$ cat src/rtl/rv_isa_pkg.sv
// RV32I encoding constants and the loader state type, shared by the loader and the control unit's decoder.
package rv_isa_pkg;

    typedef enum logic [1:0] {
        OP_ADDI = 2'b00,
        OP_BNE  = 2'b01,
        OP_SW   = 2'b10,
        OP_LW   = 2'b11
    } op_kind_t;

    localparam logic [6:0] OPC_OPIMM  = 7'b0010011;
    localparam logic [6:0] OPC_BRANCH = 7'b1100011;
    localparam logic [6:0] OPC_STORE  = 7'b0100011;
    localparam logic [6:0] OPC_LOAD   = 7'b0000011;

    localparam logic [2:0] F3_ADD = 3'b000;
    localparam logic [2:0] F3_BNE = 3'b001;
    localparam logic [2:0] F3_W   = 3'b010;

    typedef enum logic [1:0] {
        LD_IDLE = 2'b00,
        LD_LOAD = 2'b01,
        LD_FULL = 2'b10
    } ld_state_t;

endpackage

$ cat src/rtl/rv_instr_encoder.sv
// Combinational encoder from a symbolic request to a 32-bit RV32I instruction word.
module rv_instr_encoder
    import rv_isa_pkg::*;
(
    input  op_kind_t    op_kind,
    input  logic [4:0]  rd,
    input  logic [4:0]  rs1,
    input  logic [4:0]  rs2,
    input  logic [12:0] imm,
    output logic [31:0] word
);

    // Field packing per instruction format; bne drops imm[0] because branch offsets are halfword-aligned.
    always_comb begin
        word = '0;
        case (op_kind)
            OP_ADDI: word = {imm[11:0], rs1, F3_ADD, rd, OPC_OPIMM};
            OP_BNE:  word = {imm[12], imm[10:5], rs2, rs1, F3_BNE, imm[4:1], imm[11], OPC_BRANCH};
            OP_SW:   word = {imm[11:5], rs2, rs1, F3_W, imm[4:0], OPC_STORE};
            OP_LW:   word = {imm[11:0], rs1, F3_W, rd, OPC_LOAD};
            default: word = '0;
        endcase
    end

endmodule

$ cat src/rtl/instr_loader.sv
// Instruction-memory loader: accepts symbolic requests, encodes them and writes them at sequential word addresses.
//
// state   | meaning
// --------+-------------------------------------------------------------
// LD_IDLE | no load in progress; waits for start
// LD_LOAD | accepting requests, one registered write per handshake
// LD_FULL | MAX_WORDS written; requests refused until finish or start
module instr_loader
    import rv_isa_pkg::*;
#(
    parameter int ADDR_WIDTH = 8,
    parameter int BASE_ADDR  = 0,
    parameter int MAX_WORDS  = 64,
    localparam int CW = $clog2(MAX_WORDS + 1)
) (
    input  logic                  clk,
    input  logic                  rst,
    input  logic                  start,
    input  logic                  finish,
    input  logic                  op_valid,
    output logic                  op_ready,
    input  logic [1:0]            op_kind,
    input  logic [4:0]            rd,
    input  logic [4:0]            rs1,
    input  logic [4:0]            rs2,
    input  logic [12:0]           imm,
    output logic                  mem_we,
    output logic [ADDR_WIDTH-1:0] mem_addr,
    output logic [31:0]           mem_wdata,
    output logic [CW-1:0]         count,
    output logic                  full,
    output logic                  busy
);

    localparam logic [ADDR_WIDTH-1:0] BASE = ADDR_WIDTH'(BASE_ADDR);
    localparam logic [CW-1:0]         LAST = CW'(MAX_WORDS);

    ld_state_t             state;
    ld_state_t             state_nxt;
    logic                  hs;
    logic                  last;
    logic [CW-1:0]         count_inc;
    logic [31:0]           enc_word;
    logic [ADDR_WIDTH-1:0] addr_nxt;

    // count doubles as the write index: both always move together.
    assign hs        = op_valid && op_ready;
    assign count_inc = count + 1'b1;
    assign last      = (count_inc == LAST);
    assign addr_nxt  = BASE + (ADDR_WIDTH'(count) << 2);
    assign busy      = (state != LD_IDLE);

    rv_instr_encoder u_enc (
        .op_kind (op_kind_t'(op_kind)),
        .rd      (rd),
        .rs1     (rs1),
        .rs2     (rs2),
        .imm     (imm),
        .word    (enc_word)
    );

    // State register.
    always_ff @(posedge clk or posedge rst) begin
        if (rst) state <= LD_IDLE;
        else     state <= state_nxt;
    end

    // Next-state and op_ready; start outranks finish, finish outranks reaching capacity.
    always_comb begin
        state_nxt = state;
        op_ready  = 1'b0;
        case (state)
            LD_IDLE: begin
                if (start) state_nxt = LD_LOAD;
            end
            LD_LOAD: begin
                op_ready = 1'b1;
                if (start)           state_nxt = LD_LOAD;
                else if (finish)     state_nxt = LD_IDLE;
                else if (hs && last) state_nxt = LD_FULL;
            end
            LD_FULL: begin
                if (start)       state_nxt = LD_LOAD;
                else if (finish) state_nxt = LD_IDLE;
            end
            default: state_nxt = LD_IDLE;
        endcase
    end

    // Write port and progress counters; a start restarts counting even when it coincides with a write.
    always_ff @(posedge clk or posedge rst) begin
        if (rst) begin
            mem_we    <= 1'b0;
            mem_addr  <= BASE;
            mem_wdata <= '0;
            count     <= '0;
            full      <= 1'b0;
        end else begin
            mem_we <= hs;
            if (hs) begin
                mem_addr  <= addr_nxt;
                mem_wdata <= enc_word;
            end
            if (start) begin
                count <= '0;
                full  <= 1'b0;
            end else if (hs) begin
                count <= count_inc;
                if (last) full <= 1'b1;
            end
        end
    end

endmodule

$ cat config.mk
export PLATFORM = sky130hd
export DESIGN_NAME = instr_loader
export DESIGN_NICKNAME = d
export VERILOG_FILES = /design/src/rtl/rv_isa_pkg.sv /design/src/rtl/rv_instr_encoder.sv /design/src/rtl/instr_loader.sv
export SDC_FILE = /design/constraint.sdc
export NUM_CORES = 1
export LEC_CHECK = 0
export CORE_MARGIN = 8
export CORE_UTILIZATION = 46
export DETAILED_ROUTE_END_ITERATION = 8
export GPL_ROUTABILITY_DRIVEN = 0
export MAX_ROUTING_LAYER = met4
export PLACE_DENSITY_LB_ADDON = 0.08
export SYNTH_ARGS = -nofsm -noshare
export SYNTH_HDL_FRONTEND = slang
export SYNTH_SLANG_ARGS = --single-unit
export TNS_END_PERCENT = 30
$ cat constraint.sdc
create_clock -name clk -period 3 [get_ports clk]
set_clock_uncertainty 0.15 [all_clocks]
set_input_delay 0.9 -clock clk [delete_from_list [all_inputs] [get_ports clk]]
set_output_delay 0.9 -clock clk [all_outputs]
set_load 0.02 [all_outputs]
==> reports/results.tsv, run 1 <==
stage	metric	value	unit
run_status	status	completed	
critical_path	Reg2Reg Depth	5	
critical_path	maximum net fanout on the critical path	11	
critical_path	cell with the largest stage delay on the worst path	clkdlybuf4s50_1	
floorplan	Die Wd	82.9	µm
pwr	Pwr per Cell Area	500	nW/µm²
drt	routed wire length	5230	µm
worst_hold_path	hold path startpoint	mem_addr[7]	
drt	antenna-violating nets left	0	
timing	Final min period	2.61	ns
critical_path	CP Data Arrival Time	2.64	ns
finish	n_diodes	0	
worst_hold_path	hold crit path type	flop to flop	
drt	DR WL/cell	14.7	µm
synth	Synth async-reset ratio	100	%
timing	final hold violations	0	
timing	Rel. slew slack	59.9	%
grt	GR Util All Layers	15.6	%
placed_design	IO buf count	80	
pwr	Peak VDD IR	0.348	mV
drt	drt drc	0	
pwr	Static Leakage	1.35	nW
placed_design	Post-Place Cell Area	2900	µm²
timing	final setup TNS	0	ns
critical_path	Critical Path RT	3.03	ns
finish	# nets final	344	
synth	synthesized cell area	2060	µm²
critical_path	worst r2r dst	state[0]	
synth	count of cell types in the netlist	35	
timing	Final setup viols	0	
floorplan	I/O Pins	86	
timing	period utilization	87.2	%
cts	post-cts resize count	0	
cts	Clock transition at path regs	0.08	ns
timing	Worst-Margin Slew	0.599	ns
synth	Seq/Total Area, Yosys	53.5	%
synth	number of synthesized flops with an enable pin	0	
cts	Clock Tree Buf Depth	2	
flow_run	# Max-Cap Violations	0	
synth	prevailing post-synth register cell	dfrtp_1	
cts	clk_lat worst skew	0.29	ns
cts	CTS buffer count	5	
cts	hold_buf cts	0	
critical_path	reg-to-reg slack, setup	1.12	ns
timing	f_max	0.382	GHz
critical_path	cells along the critical path	clkdlybuf4s50_1 > inv_1 > ha_1 > or2_2 > a221oi_1 > nor2_1	
floorplan	Starting Density	47.6	%
grt	pin count of the biggest net entering global routing	45	
floorplan	Die ar.	6870	µm²
cts	postcts setup bufs	0	
floorplan	area of the core	4320	µm²
worst_hold_path	worst hold path endpoint	mem_addr[7]	
drt	first-pass detailed-route iteration total	4	
cts	clk sinks	44	
synth	Post-Syn Instances	220	
grt	first-pass GRT wire length	8780	µm
synth	Mapped Avg Cell Area	9.36	µm²
finish	Syn-to-layout area delta	46.2	%
drt	initial drt markers	98	
finish	post-route cell area	3010	µm²
drt	Via Count	1745	
worst_hold_path	hold path cells	2	
synth	flop and latch count out of synthesis	44	
grt	total gr overflow	0	
critical_path	critical path class	input pin to flop	
critical_path	Worst Setup Start Kind	input pin	
cts	clock root buffer	clkbuf_8	
critical_path	reg2reg start	count[0]	
finish	share of layout cells above drive strength 1	8.25	%
critical_path	CP endpoint kind	flop	
floorplan	die extent in y	82.9	µm
grt	antenna violations before repair	0	
drt	routed vias/inst	4.92	
timing	RSZ-0062 raised after global routing	no	
grt	vias in the first global route	1729	
cts	CTS tree	yes	
cts	H-tree Lvls	2	
floorplan	Rows	24	
critical_path	CP max stage delay	0.54	ns
placed_design	hpwl dp	3930	µm
timing	Slew Viols, Final	0	
synth	Synth Warn #	0	
[per-stage QoR]
step	instances	hold slack (ns)	power (W)	setup WS [ns]	utilization, %
floorplan	224	0.406	0.000880	0.724	-
global placement	347	0.306	0.00107	0.185	67.1
detailed placement	347	0.311	0.00108	0.0645	67.1
CTS	355	0.332	0.00152	0.384	69.6
global route	355	0.344	0.00158	0.303	69.6
finish	355	0.326	0.00150	0.385	69.6
[how the worst max path moves through the flow]
stage               startpoint       endpoint  slack (ns)  depth (start not counted)
detailed placement  op_kind[0]  mem_wdata[24]        0.06                          6
global placement    op_kind[0]  mem_wdata[10]        0.18                          6
CTS                   state[0]           busy        0.38                          2
global route        op_kind[0]  mem_wdata[24]        0.30                          6
finish              op_kind[0]  mem_wdata[24]        0.39                          6
floorplan           op_kind[0]  mem_wdata[10]        0.72                          6
[power by group]
group          switching [W]  internal [W]  leakage [nW]
registers          0.0000321      0.000649         0.553
clock network       0.000195      0.000247        0.0552
logic               0.000198      0.000184         0.743
[per-layer routing]
metal / global-route usage [%] / up-vias / share of wire [%]
met3: 5.57 / 5 / 6.7
li1: - / 874 / -
met4: 3.35 / 0 / 0.77
met5: - / - / 0
met1: 19.4 / 810 / 47
met2: 23.9 / 56 / 46
[critical path: cells and delay by family]
| kind | cells | cell delay, ns |
|---|---|---|
| simple gates | 2 | 0.50 |
| fa+ha+maj | 1 | 0.27 |
| buf+inv | 2 | 0.64 |
| compound gates | 1 | 0.34 |
[placed cells by master (no fill, tap or decap), types with 2 or more instances in the layout]
cell type         n
clkdlybuf4s50_1  80
nand2_1          67
dfrtp_1          44
nor2_1           27
a221oi_1          9
ha_1              7
buf_4             7
a21oi_1           6
xnor2_1           5
conb_1            5
clkbuf_8          5
o21ai_0           4
or3_1             3
inv_1             3
nand3b_1          2
nand3_2           2
nor3_1            2
inv_2             2
xor2_1            2
or2_2             2
nand2b_1          2
o31ai_1           2
[area by class of cell]
cell class	instances	area [µm²]
Fill cell	356	1320
Inverter	5	18.8
Multi-Input combinational cell	159	863
Clock buffer	6	72.6
Timing Repair Buffer	87	853
Clock inverter	2	35.0
Sequential cell	44	1100
Tap cell	52	65.1
[flip-flops by register name (all words and copies together), names as in the netlist]
name and cells:
count 7, mem_addr 6, mem_wdata 27, mem_we 1
full 1, state 2
[kinds of logic after synthesis]
kind of cell / after synthesis / share of synthesized area [%]
AOI/OAI and AO/OA: 28 / 10.4
and+or+nand+nor: 112 / 23.4
buffers and inverters: 21 / 5.29
xor gates and xnor gates: 7 / 2.98
DFF: 44 / 53.5
adders and majority gates: 7 / 4.26
other: 1 / 0.182
[synthesized netlist by cell type, types with 2 or more instances]
library cell   n  area [µm²]
a21oi_1        6        30.0
a221oi_1       9        78.8
buf_1          3        11.3
buf_2          3        15.0
buf_4          7        52.6
clkbuf_1       3        11.3
dfrtp_1       44        1100
ha_1           7        87.6
inv_1          4        15.0
nand2_1       67         251
nand2b_1       2        12.5
nand3_2        2        20.0
nand3b_1       2        15.0
nor2_1        27         101
nor3_1         2        10.0
o21ai_0        4        20.0
o31ai_1        2        15.0
or2_2          2        12.5
or3_1          3        18.8
xnor2_1        5        43.8
xor2_1         2        17.5
Power figures use the tool's default switching activity.
==> run 2: changes to the inputs <==
--- a/config.mk
+++ b/config.mk
@@ -11,6 +11,7 @@
 export GPL_ROUTABILITY_DRIVEN = 0
 export MAX_ROUTING_LAYER = met4
 export PLACE_DENSITY_LB_ADDON = 0.08
+export SLEW_MARGIN = 25
 export SYNTH_ARGS = -nofsm -noshare
 export SYNTH_HDL_FRONTEND = slang
 export SYNTH_SLANG_ARGS = --single-unit
==> results of run 2 <==
Final layout, timing and power as in run 1 (identical DEF).
